==> src/rtl/bus_slave_arbiter_ws_if.sv <==
// bus_slave_arbiter_ws_if: core-master request/response bus plus per-slave select/data/ready lines
interface bus_slave_arbiter_ws_if #(parameter int SLAVE_COUNT = 7);
  logic m_req, m_gnt, m_we, m_rvalid, m_err, s_we;
  logic [31:0] m_addr, m_wdata, m_rdata, s_addr, s_wdata;
  logic [3:0] m_be, s_be;
  logic [SLAVE_COUNT-1:0] s_sel, s_ready;
  logic [SLAVE_COUNT*32-1:0] s_rdata;
  modport slave (
    input  m_req, m_addr, m_we, m_be, m_wdata, s_rdata, s_ready,
    output m_gnt, m_rvalid, m_rdata, m_err, s_sel, s_addr, s_we, s_be, s_wdata
  );
  modport master (
    output m_req, m_addr, m_we, m_be, m_wdata, s_rdata, s_ready,
    input  m_gnt, m_rvalid, m_rdata, m_err, s_sel, s_addr, s_we, s_be, s_wdata
  );
endinterface

==> src/rtl/bus_slave_arbiter_ws.sv <==
// bus_slave_arbiter_ws: address decoder and wait-state controller between one master and N slaves
module bus_slave_arbiter_ws #(
  parameter int                          SLAVE_COUNT     = 7,
  parameter logic [SLAVE_COUNT*32-1:0]   SLAVE_START     = {SLAVE_COUNT{32'h0}},
  parameter logic [SLAVE_COUNT*32-1:0]   SLAVE_END       = {SLAVE_COUNT{32'h0}},
  parameter logic [SLAVE_COUNT*8-1:0]    SLAVE_LATENCY   = {SLAVE_COUNT{8'd0}},
  parameter logic [SLAVE_COUNT-1:0]      SLAVE_HANDSHAKE = '0,
  parameter logic [SLAVE_COUNT-1:0]      SLAVE_RO        = '0,
  parameter int                          TIMEOUT_CYCLES  = 255
) (
  input logic clk,
  input logic rst,
  bus_slave_arbiter_ws_if.slave bus
);
  localparam int IW = SLAVE_COUNT > 1 ? $clog2(SLAVE_COUNT) : 1;
  typedef enum logic [2:0] {IDLE, SELECT, WAIT, RESP, RESP_ERR} state_t;
  state_t state;
  logic [IW-1:0] idx, hit_idx;
  logic hit;
  logic [15:0] cnt;
  logic [7:0] lat;
  logic [31:0] rd;
  // descending scan so the lowest matching index is the last one assigned
  always_comb begin
    hit = 1'b0;
    hit_idx = '0;
    for (int i = SLAVE_COUNT - 1; i >= 0; i--)
      if (bus.m_addr >= SLAVE_START[i*32 +: 32] && bus.m_addr <= SLAVE_END[i*32 +: 32]) begin
        hit = 1'b1;
        hit_idx = IW'(i);
      end
  end
  assign lat = SLAVE_LATENCY[int'(idx)*8 +: 8];
  assign rd = bus.s_rdata[int'(idx)*32 +: 32];
  assign bus.m_gnt = bus.m_req && state == IDLE && !rst;
  // fixed slaves load latency-1 so a zero-latency slave answers straight from SELECT
  always_ff @(posedge clk or posedge rst) begin
    if (rst) begin
      state <= IDLE;
      idx <= '0;
      cnt <= '0;
      bus.s_sel <= '0;
      bus.s_addr <= '0;
      bus.s_we <= 1'b0;
      bus.s_be <= '0;
      bus.s_wdata <= '0;
      bus.m_rvalid <= 1'b0;
      bus.m_rdata <= '0;
      bus.m_err <= 1'b0;
    end else begin
      bus.s_sel <= '0;
      bus.m_rvalid <= 1'b0;
      bus.m_err <= 1'b0;
      case (state)
        IDLE: if (bus.m_req) begin
          idx <= hit_idx;
          bus.s_addr <= bus.m_addr;
          bus.s_we <= bus.m_we;
          bus.s_be <= bus.m_be;
          bus.s_wdata <= bus.m_wdata;
          if (!hit || (bus.m_we && SLAVE_RO[hit_idx])) begin
            state <= RESP_ERR;
            bus.m_rvalid <= 1'b1;
            bus.m_err <= 1'b1;
            bus.m_rdata <= '0;
          end else begin
            state <= SELECT;
            bus.s_sel <= SLAVE_COUNT'(1) << hit_idx;
          end
        end
        SELECT: if (SLAVE_HANDSHAKE[idx]) begin
          cnt <= 16'(TIMEOUT_CYCLES);
          state <= WAIT;
        end else if (lat == 8'd0) begin
          state <= RESP;
          bus.m_rvalid <= 1'b1;
          bus.m_rdata <= rd;
        end else begin
          cnt <= {8'd0, lat} - 16'd1;
          state <= WAIT;
        end
        WAIT: if (SLAVE_HANDSHAKE[idx] ? bus.s_ready[idx] : cnt == 16'd0) begin
          state <= RESP;
          bus.m_rvalid <= 1'b1;
          bus.m_rdata <= rd;
        end else if (SLAVE_HANDSHAKE[idx] && cnt == 16'd0) begin
          state <= RESP_ERR;
          bus.m_rvalid <= 1'b1;
          bus.m_err <= 1'b1;
          bus.m_rdata <= '0;
        end else begin
          cnt <= cnt - 16'd1;
        end
        default: state <= IDLE;
      endcase
    end
  end
endmodule

==> src/flat_wrapper.sv <==
// flat-port wrapper written by rule: the top's interface ports become plain ports
module bus_slave_arbiter_ws_flat 
#(
  parameter int                          SLAVE_COUNT     = 7,
  parameter logic [SLAVE_COUNT*32-1:0]   SLAVE_START     = {SLAVE_COUNT{32'h0}},
  parameter logic [SLAVE_COUNT*32-1:0]   SLAVE_END       = {SLAVE_COUNT{32'h0}},
  parameter logic [SLAVE_COUNT*8-1:0]    SLAVE_LATENCY   = {SLAVE_COUNT{8'd0}},
  parameter logic [SLAVE_COUNT-1:0]      SLAVE_HANDSHAKE = '0,
  parameter logic [SLAVE_COUNT-1:0]      SLAVE_RO        = '0,
  parameter int                          TIMEOUT_CYCLES  = 255
)
  (clk, rst, bus_m_req, bus_m_addr, bus_m_we, bus_m_be, bus_m_wdata, bus_s_rdata, bus_s_ready, bus_m_gnt, bus_m_rvalid, bus_m_rdata, bus_m_err, bus_s_sel, bus_s_addr, bus_s_we, bus_s_be, bus_s_wdata);
  bus_slave_arbiter_ws_if #(.SLAVE_COUNT(SLAVE_COUNT)) bus_i ();
  input logic clk;
  input logic rst;
  input wire logic [$bits(bus_i.m_req)-1:0] bus_m_req;
  input wire logic [$bits(bus_i.m_addr)-1:0] bus_m_addr;
  input wire logic [$bits(bus_i.m_we)-1:0] bus_m_we;
  input wire logic [$bits(bus_i.m_be)-1:0] bus_m_be;
  input wire logic [$bits(bus_i.m_wdata)-1:0] bus_m_wdata;
  input wire logic [$bits(bus_i.s_rdata)-1:0] bus_s_rdata;
  input wire logic [$bits(bus_i.s_ready)-1:0] bus_s_ready;
  output wire logic [$bits(bus_i.m_gnt)-1:0] bus_m_gnt;
  output wire logic [$bits(bus_i.m_rvalid)-1:0] bus_m_rvalid;
  output wire logic [$bits(bus_i.m_rdata)-1:0] bus_m_rdata;
  output wire logic [$bits(bus_i.m_err)-1:0] bus_m_err;
  output wire logic [$bits(bus_i.s_sel)-1:0] bus_s_sel;
  output wire logic [$bits(bus_i.s_addr)-1:0] bus_s_addr;
  output wire logic [$bits(bus_i.s_we)-1:0] bus_s_we;
  output wire logic [$bits(bus_i.s_be)-1:0] bus_s_be;
  output wire logic [$bits(bus_i.s_wdata)-1:0] bus_s_wdata;
  assign bus_i.m_req = bus_m_req;
  assign bus_i.m_addr = bus_m_addr;
  assign bus_i.m_we = bus_m_we;
  assign bus_i.m_be = bus_m_be;
  assign bus_i.m_wdata = bus_m_wdata;
  assign bus_i.s_rdata = bus_s_rdata;
  assign bus_i.s_ready = bus_s_ready;
  assign bus_m_gnt = bus_i.m_gnt;
  assign bus_m_rvalid = bus_i.m_rvalid;
  assign bus_m_rdata = bus_i.m_rdata;
  assign bus_m_err = bus_i.m_err;
  assign bus_s_sel = bus_i.s_sel;
  assign bus_s_addr = bus_i.s_addr;
  assign bus_s_we = bus_i.s_we;
  assign bus_s_be = bus_i.s_be;
  assign bus_s_wdata = bus_i.s_wdata;
  bus_slave_arbiter_ws #(.SLAVE_COUNT(SLAVE_COUNT), .SLAVE_START(SLAVE_START), .SLAVE_END(SLAVE_END), .SLAVE_LATENCY(SLAVE_LATENCY), .SLAVE_HANDSHAKE(SLAVE_HANDSHAKE), .SLAVE_RO(SLAVE_RO), .TIMEOUT_CYCLES(TIMEOUT_CYCLES)) u_core (.clk(clk), .rst(rst), .bus(bus_i));
endmodule
==> config.mk <==
export PLATFORM = sky130hd
export DESIGN_NAME = bus_slave_arbiter_ws_flat
export DESIGN_NICKNAME = d
export VERILOG_FILES = /design/src/rtl/bus_slave_arbiter_ws_if.sv /design/src/rtl/bus_slave_arbiter_ws.sv /design/src/flat_wrapper.sv
export SDC_FILE = /design/constraint.sdc
export NUM_CORES = 1
export LEC_CHECK = 0
export CORE_AREA = 2 2 161 163
export CTS_CLUSTER_DIAMETER = 100
export DETAILED_ROUTE_END_ITERATION = 6
export DIE_AREA = 0 0 163 165
export SLEW_MARGIN = 20
export SYNTH_ARGS = -nofsm -noshare
export SYNTH_HDL_FRONTEND = slang
export SYNTH_SLANG_ARGS = --single-unit
==> constraint.sdc <==
create_clock -name clk -period 10.02 [get_ports clk]
set_input_delay 1.503 -clock clk [delete_from_list [all_inputs] [get_ports clk]]
set_output_delay 1.503 -clock clk [all_outputs]
set_load 0.005 [all_outputs]
==> metrics.txt <==
run status completed; post-route core utilization 0.334; number of antenna violations at the first check in global routing 0; post-synth design cell area 0.00538 sq mm; effective utilization at floorplan 0.215; Hold Vio Cnt, Final 0; number of antenna repair diodes 0; Post-Synthesis Mean Instance Area 9.24 sq um; leading cell type in the layout, fill and taps excluded nand2_1; clock-pin slew reported for the worst setup and hold paths after clock tree synthesis 0.05 ns; Setup TNS Final 0 ns; layout cells sized above 1 0.0623; first drt pass iteration count 5; CTS Sinks 123; share of the cycle needed by the critical path after routing 0.489; sum of routed wire length over all layers 16,900 um; placement-stage worst setup slack 5.13 ns; Leak 3.65 nW; unrepaired setup endpoints after global routing false; count of state elements after synthesis 123; setup skew after layout 0.00928 ns; number of violations of the max-capacitance limit 0; critical path capture point type primary output; remaining global-route overflow 0; peak clock frequency supported by timing 204 MHz; root buffer selected by CTS clkbuf_16; floorplan die area 0.0269 sq mm; hold buffer count at CTS 0; Avg WL per Cell 15.1 um; path category of the worst min-delay check reg2reg; first-pass GRT wire length 26,600 um; number of distinct library cell variants in the gate-level netlist after synthesis 35; worst skew pair latency 0.42 ns; CTS-repair resized insts 0; area growth from synthesis to layout 55.3%; area of the core 0.0250 sq mm; setup bufs post-CTS 0; number of warnings reported in the yosys synthesis log 0; combinational family with the most area after synthesis simple AND/OR/NAND/NOR gates; Critical Setup Path Class in2out; maximum resistive drop on vdd 0.0895 mV; Final nets 1,077; Max Buffers Root-to-Sink 2; CTS Buf Count 17; fraction of the mapped netlist area in compound gates 0.0998; highest-count cells in the layout ignoring fill and taps nand2_1, clkdlybuf4s50_1, dfrtp_1; setup ws final 5.12 ns; DR vias/cell 4.36; count of vias placed by the detailed router 4,871; Setup Viol. Count Final 0; DRC viols 0; total power per unit cell area 167 mW/mm^2; pin count of the biggest net entering global routing 70; die span in x 163 um; post-detailed-placement cell area 0.00773 sq mm; Post-Syn Instances 582; GRT Overall Usage 0.128; total I/O pin count 414; number of placement rows 58; post-synthesis adder-cell area fraction 0.00233; Final Instance Area 0.00835 sq mm; weighted congestion at the end of routability-driven global placement 0.742; maximum level of the CTS H-tree 4; register area share after synthesis 0.572; number of nets still failing antenna checks after routing 0; Startpoint Class input pin; clock tree from TritonCTS yes; final-layout fill cell count 2,561; half-perimeter wire length after detailed placement 10,800 um; synthesized-area fraction occupied by and/or/nand/nor cells 0.254; final max-slew violation count 0; worst max-slew margin expressed relative to the limit 0.402; largest driver fanout on the critical path 4; number of design-rule violations left by the first detailed-router iteration 381; fin crit period 4.90 ns; vias in the first global route 4,921; # port buffers 208; mux cell area share after synthesis 0; die height 165 um; WP data required 8.52 ns; post-synthesis share of cell area spent on xor and xnor gates 0.0261; data arrival time of the critical path 3.39 ns; actual transition at the worst max-transition pin 0.897 ns
==> state kept, by name (all words and copies together), names as in the netlist <==
name / flops
u_core.bus.m_err: 1
u_core.bus.m_rdata: 32
u_core.bus.m_rvalid: 1
u_core.bus.s_addr: 32
u_core.bus.s_be: 4
u_core.bus.s_sel: 1
u_core.bus.s_wdata: 32
u_core.bus.s_we: 1
u_core.cnt: 16
u_core.state: 3
==> cells in the mapped netlist <==
library cell / n / area [sq um]
ha_1: 1 / 12.5
dfrtp_1: 123 / 3080
a2111oi_2: 1 / 15.0
and3_1: 1 / 6.26
a21oi_2: 1 / 8.76
or2_2: 1 / 6.26
clkinv_1: 1 / 3.75
o211ai_1: 64 / 480
or4b_2: 1 / 10.0
nor3b_1: 1 / 7.51
conb_1: 1 / 3.75
buf_1: 1 / 3.75
inv_1: 3 / 11.3
xnor2_1: 8 / 70.1
xor2_1: 8 / 70.1
nor4_1: 12 / 75.1
buf_2: 8 / 40.0
clkbuf_1: 30 / 113
nor2_1: 5 / 18.8
or4_4: 2 / 22.5
nand2_1: 239 / 897
or4b_1: 1 / 10.0
or4_1: 3 / 22.5
or3_1: 4 / 25.0
nand3_1: 36 / 180
nor4b_1: 1 / 8.76
a2bb2oi_1: 1 / 8.76
and4_1: 2 / 17.5
a311oi_1: 1 / 8.76
a21oi_1: 3 / 15.0
or3b_2: 2 / 17.5
buf_6: 2 / 22.5
buf_4: 6 / 45.0
nor3_1: 7 / 35.0
nand3b_1: 1 / 7.51
==> routing by layer <==
| metal | routed length (um) | global-route usage | part of all wire |
|---|---|---|---|
| met1 | 7420 | 0.160 | 0.44 |
| met2 | 7450 | 0.193 | 0.44 |
| met5 | 0 | 0 | 0 |
| met4 | 188 | 0.0455 | 0.011 |
| met3 | 1820 | 0.0583 | 0.11 |
==> final timing paths <==
kind	startpoint	end	slack, ns	cells after the start
worst max-delay path	bus_m_req	bus_m_gnt	5.12	4
worst min-delay path	u_core.cnt[7]	u_core.cnt[7]	0.46	1
worst max register to register	u_core.state[1]	u_core.cnt[15]	7.34	4
worst min register to register	u_core.cnt[7]	u_core.cnt[7]	0.46	1
max in group asynchronous	rst	u_core.bus.m_rdata[20]	7.07	3
min in group asynchronous	rst	u_core.bus.s_wdata[2]	1.59	2
==> power breakdown <==
part	total [mW]	internal [mW]	switching [mW]
clock	0.648	0.401	0.247
sequential	0.555	0.534	0.0207
combinational	0.192	0.114	0.0778
total	1.39	1.05	0.345
==> kinds of logic after synthesis <==
group	count (synthesis)
flip-flops	123
buffers and inverters	51
adder cells (fa/ha/maj)	1
other	1
AND/OR/NAND/NOR	319
XOR/XNOR	16
AO/OA/AOI/OAI	71
==> worst max-delay path, stage by stage <==
cell and delay, ns:
clkdlybuf4s50_1 0.51, or4b_2 0.73, nor2_1 0.13, clkdlybuf4s50_1 0.51
==> area by class of cell <==
type,instances,area [sq um],area share
Clock buffer,20,447,0.0535
Inverter,4,17.5,0.00210
Tap cell,330,413,0.0494
Multi-Input combinational cell,413,2110,0.252
Timing Repair Buffer,214,2130,0.255
Clock inverter,12,165,0.0198
Sequential cell,123,3080,0.368
==> stage by stage <==
stage / std cells / hold slack (ns) / power, mW
detailed placement: 1084 / 0.454 / 0.758
global route: 1116 / 0.486 / 1.46
finish: 1116 / 0.460 / 1.39
floorplan: 587 / 0.433 / 0.618
global placement: 1084 / 0.453 / 0.757
CTS: 1116 / 0.465 / 1.42
Note: power is estimated with default switching activity, not from simulation.
==> variant 1: new RTL, config.mk and constraints unchanged <==
`SLAVE_COUNT` is set to 7 in 3 places; all go to 9.
--- a/src/rtl/bus_slave_arbiter_ws_if.sv
+++ b/src/rtl/bus_slave_arbiter_ws_if.sv
@@ -1,4 +1,4 @@
 // bus_slave_arbiter_ws_if: core-master request/response bus plus per-slave select/data/ready lines
-interface bus_slave_arbiter_ws_if #(parameter int SLAVE_COUNT = 7);
+interface bus_slave_arbiter_ws_if #(parameter int SLAVE_COUNT = 9);
   logic m_req, m_gnt, m_we, m_rvalid, m_err, s_we;
   logic [31:0] m_addr, m_wdata, m_rdata, s_addr, s_wdata;
--- a/src/rtl/bus_slave_arbiter_ws.sv
+++ b/src/rtl/bus_slave_arbiter_ws.sv
@@ -1,5 +1,5 @@
 // bus_slave_arbiter_ws: address decoder and wait-state controller between one master and N slaves
 module bus_slave_arbiter_ws #(
-  parameter int                          SLAVE_COUNT     = 7,
+  parameter int                          SLAVE_COUNT     = 9,
   parameter logic [SLAVE_COUNT*32-1:0]   SLAVE_START     = {SLAVE_COUNT{32'h0}},
   parameter logic [SLAVE_COUNT*32-1:0]   SLAVE_END       = {SLAVE_COUNT{32'h0}},
--- a/src/flat_wrapper.sv
+++ b/src/flat_wrapper.sv
@@ -2,5 +2,5 @@
 module bus_slave_arbiter_ws_flat 
 #(
-  parameter int                          SLAVE_COUNT     = 7,
+  parameter int                          SLAVE_COUNT     = 9,
   parameter logic [SLAVE_COUNT*32-1:0]   SLAVE_START     = {SLAVE_COUNT{32'h0}},
   parameter logic [SLAVE_COUNT*32-1:0]   SLAVE_END       = {SLAVE_COUNT{32'h0}},
Interface: changed (resized bus_s_rdata, bus_s_ready and bus_s_sel); port bits go from 414 to 482. No check against the original RTL was run, so the function may have changed too.
==> variant 1 against the original RTL <==
Synthesized cell count increased by 0.34%; final area about the same; wire length is 1.0% higher; via count grew 1.2%; register-to-register slack better by 0.03 ns; final cell count rose by 0.36%; largest cell class unchanged; count of clock-buffer cells in the layout down 2; area after synthesis up 0.28%; sequential cell count unchanged; setup slack better by 0.095 ns; worst hold slack gained 0.0029 ns; power decreased by 1.3%; clock skew is 0.0054 ns higher.
==> variant 1: results (changes against the original RTL) <==
| Metric | Value |
|---|---|
| DP Area | 0.00775 mm² (+0.29%) |
| Adder-cell share of the synthesized area | 0.232% (-0.00065 points) |
| Syn avg cell area | 9.23 µm² (about the same) |
| Initial antenna violation count | 0 (unchanged) |
| Hpwl dp | 11100 µm (+3.5%) |
| Leak Pwr | 3.65 nW (about the same) |
| Met1 usage | 16.9% (+0.89 points) |
| Synth top area cells | dfrtp_1, nand2_1, o211ai_1 |
| Met2 layer usage reported by global route | 19.4% (about the same) |
| Distinct cells, synth | 35 (unchanged) |
| Via/cell ratio | 4.40 (+0.87%) |
| GR Util met3 | 5.58% (-0.25 points) |
| WL met3 | 1630 µm (-10%) |
| Global-route wire length before repair | 27400 µm (+2.9%) |
| Initial DRC count | 356 (-6.6%) |
| Place WS | 5.21 ns (+0.0814 ns) |
| Hold Path Class | flop to flop |
| CTS resizes | 0 (unchanged) |
| WL met1 | 7630 µm (+2.9%) |
| Largest net degree at the start of global routing | 72 (+2.9%) |
| Xor and xnor area share after synthesis | 2.60% (-0.0073 points) |
| Hold Buf Count CTS | 0 (unchanged) |
| Synth warn | 0 (unchanged) |
| PortBufs | 208 (unchanged) |
| Share of cells above drive strength 1 | 6.46% (+0.22 points) |
| Slowest stage cell, crit path | or4b_2 |
| Number of global-route vias before repair | 4974 (+1.1%) |
| CTS clk-pin slew, worst paths | 0.07 ns (+0.02 ns) |
| Critical Path Max Stage Delay | 0.66 ns (-0.07 ns) |
| Drt pass-1 iters | 4 (-1) |
| Peak VDD IR | 0.0000949 V (+6.0%) |
| FILL cells | 2588 (+1.1%) |
| CTS Buf Count | 17 (unchanged) |
| Sequential fraction of the synthesis area | 57.1% (-0.16 points) |
| Placer Congestion | 0.748 (+0.81%) |
| Slew margin rel. | 39.8% (-0.37 points) |
| WL/cell | 15.2 µm (+0.68%) |
| Worst path arrival time | 3.30 ns (-0.09 ns) |
| Clock Skews | 0.0147 ns (+0.00543 ns) |
| Via count | 4931 (+1.2%) |
| Status | complete, no violations |
| Routed wl met2 | 7500 µm (+0.71%) |
| DP Cell Count | 1088 (+0.37%) |
| Worst Path Max Fanout | 3 (-1) |
| Compound-gate portion of the synthesized area | 9.95% (-0.028 points) |
| Total track usage | 13.0% (+0.23 points) |
==> variant 1: where the power goes <==
part / internal [mW] / switching [mW] / leakage (nW) / total, mW
registers: 0.534 / 0.0211 / 1.60 / 0.555
clock network: 0.373 / 0.256 / 0.284 / 0.629
logic: 0.114 / 0.0791 / 1.77 / 0.193
total: 1.02 / 0.356 / 3.65 / 1.38
==> variant 1: worst paths after layout <==
check,endpoint,cells after the start,slack [ns],startpoint
setup reg to reg,u_core.cnt[15]$_DFFE_PP0P_,4,7.37,u_core.state[0]$_DFFE_PP0P_
max in group asynchronous,u_core.bus.s_wdata[3]$_DFFE_PP0P_,3,7.07,rst
min in group asynchronous,u_core.bus.s_wdata[13]$_DFFE_PP0P_,2,1.68,rst
setup / recovery,bus_m_gnt,4,5.22,bus_m_req
hold / removal,u_core.cnt[7]$_DFFE_PP0P_,1,0.46,u_core.cnt[7]$_DFFE_PP0P_
hold reg to reg,u_core.cnt[7]$_DFFE_PP0P_,1,0.46,u_core.cnt[7]$_DFFE_PP0P_
==> variant 1: critical path: cells and delay by family <==
kind                   cells  cell delay (ns)
AND/OR/NAND/NOR            2             0.78
buffers and inverters      2             1.02
==> variant 1: layout make-up <==
class | instances | area [µm²] | share of cell area, %
clock buffers | 18 | 429 | 5.14
clock inverters | 14 | 161 | 1.93
inverters | 4 | 17.5 | 0.210
multi-input cells | 415 | 2100 | 25.2
flip-flops and latches | 123 | 3080 | 36.9
well taps | 330 | 413 | 4.95
repair buffers | 216 | 2140 | 25.7
==> variant 1: cells by family after synthesis <==
family          count (synthesis)
xor+xnor                       16
compound gates                 71
flops                         123
buf+inv                        53
other cells                     1
fa+ha+maj                       1
simple gates                  319
==> variant 2: new RTL, same flow settings <==
Made on the original files. Make the reset (`rst`) synchronous in one clocked block.
--- a/src/rtl/bus_slave_arbiter_ws.sv
+++ b/src/rtl/bus_slave_arbiter_ws.sv
@@ -35,5 +35,5 @@
   assign bus.m_gnt = bus.m_req && state == IDLE && !rst;
   // fixed slaves load latency-1 so a zero-latency slave answers straight from SELECT
-  always_ff @(posedge clk or posedge rst) begin
+  always_ff @(posedge clk) begin
     if (rst) begin
       state <= IDLE;
Check against the original RTL: not equivalent (a bounded check fails within 4 cycles, from zero or initial values and one cycle with rst high; the reset may be asserted at any time).
==> variant 2 against the original RTL <==
Area after synthesis is 6.9% lower; setup slack improved by 0.078 ns; final area shrank 5.2%; power down 8.4%; wire length decreased by 3.9%; sequential cell count unchanged; maximum frequency is 1.6% higher; first-iteration DRC count fell by 38%; final cell count fell by 2.3%; critical endpoint unchanged; highest routed layer is now met5.
==> variant 2: results (changes against the original RTL) <==
| Metric | Value |
|---|---|
| Drt pass-1 iters | 4 (-1) |
| Place WS | 5.15 ns (+0.0203 ns) |
| Syn Inst Count | 561 (-3.6%) |
| Worst path arrival time | 3.31 ns (-0.08 ns) |
| Initial DRC count | 236 (-38%) |
| FILL cells | 2638 (+3.0%) |
| WHS | 0.452 ns (-0.00811 ns) |
| Peak VDD IR | 0.000104 V (+17%) |
| Initial antenna violation count | 1 (+1) |
| Min-delay src | u_core.bus.s_addr[8]$_SDFFE_PP0P_ |
| Most frequent cells after synthesis | nand2_1, dfxtp_1, a21oi_1 |
| DP Cell Count | 1058 (-2.4%) |
| Total track usage | 11.9% (-0.84 points) |
| FF-to-FF path depth | 6 (+2) |
| Hpwl dp | 10600 µm (-1.5%) |
| Reg2reg setup slack | 6.93 ns (-0.41 ns) |
| Largest net degree at the start of global routing | 74 (+5.7%) |
| Synth async-reset ratio | 0% (-100 points) |
| Leak Pwr | 2.71 nW (-26%) |
| Synth top area cells | dfxtp_1, nand2_1, a21oi_1 |
| WL/cell | 14.9 µm (-1.6%) |
| Worst Hold Depth | 2 (+1) |
| Sequential fraction of the synthesis area | 49.2% (-8.0 points) |
| Final cell count without fillers | 1090 (-2.3%) |
| Reg2reg end | u_core.bus.m_rdata[16]$_SDFFE_PP0P_ |
| Worst Tran Pin Value | 0.904 ns (+0.00704 ns) |
| Distinct cells, synth | 44 (+26%) |
| Worst Path Max Fanout | 73 (+69) |
| Share of cells above drive strength 1 | 10.5% (+4.3 points) |
| Placer Congestion | 0.725 (-2.3%) |
| R2r startpoint | u_core.cnt[0]$_SDFFE_PP0P_ |
| Hold EP | u_core.bus.s_addr[8]$_SDFFE_PP0P_ |
| Status | complete, no violations |
-- variant 2: cell types whose count changed in the layout (fill, tap and decap cells not counted), moves of 26 or more --
cell / before / now
a21oi_1: 3 / 83
dfrtp_1: 123 / 0
dfxtp_1: 0 / 123
nand2_1: 239 / 141
nand3_1: 36 / 3
o211ai_1: 64 / 6
o211ai_2: 0 / 26
o2bb2ai_1: 0 / 32
-- variant 2: worst max-delay path by stage --
stage	from	endpoint	depth (start not counted)
floorplan	bus_m_req	bus_m_gnt	2
global placement	bus_m_req	bus_m_gnt	5
detailed placement	bus_m_req	bus_m_gnt	5
CTS	bus_m_req	bus_m_gnt	5
global route	bus_m_req	bus_m_gnt	5
finish	bus_m_req	bus_m_gnt	5
-- variant 2: kinds of logic after synthesis --
kind of cell / synth area share, %
AOI/OAI and AO/OA: 24.9
adders and majority gates: 0.250
buffers and inverters: 5.80
DFF: 49.2
muxes: 0.450
other: 0.0749
and+or+nand+nor: 19.3
-- variant 2: cell type report --
class                   instances  area, µm²  area share (%)
clock inverters                15        170            2.15
flip-flops and latches        123       2460            31.1
well taps                     330        413            5.22
inverters                       4       15.0           0.190
clock buffers                  17        425            5.37
repair buffers                214       2120            26.8
multi-input cells             387       2310            29.2
-- variant 2: where the power goes --
part	total (mW)	internal, mW	switching [mW]
Combinational	0.131	0.0749	0.0559
Clock	0.633	0.357	0.277
Sequential	0.514	0.506	0.00806
-- variant 2: routing by layer --
layer  wire length (µm)  up-vias  GRT usage, %
met3               1480       10          5.30
met4                159        2          3.42
met2               7320      177          19.1
li1                   -     2373             -
met1               7250     2238          14.5
met5                 13        -             0
-- variant 2: worst max-delay path, cell delays in order --
cell             delay [ns]
clkdlybuf4s50_1        0.45
nand3_2                0.08
buf_4                  0.63
nor2_1                 0.13
clkdlybuf4s50_1        0.51
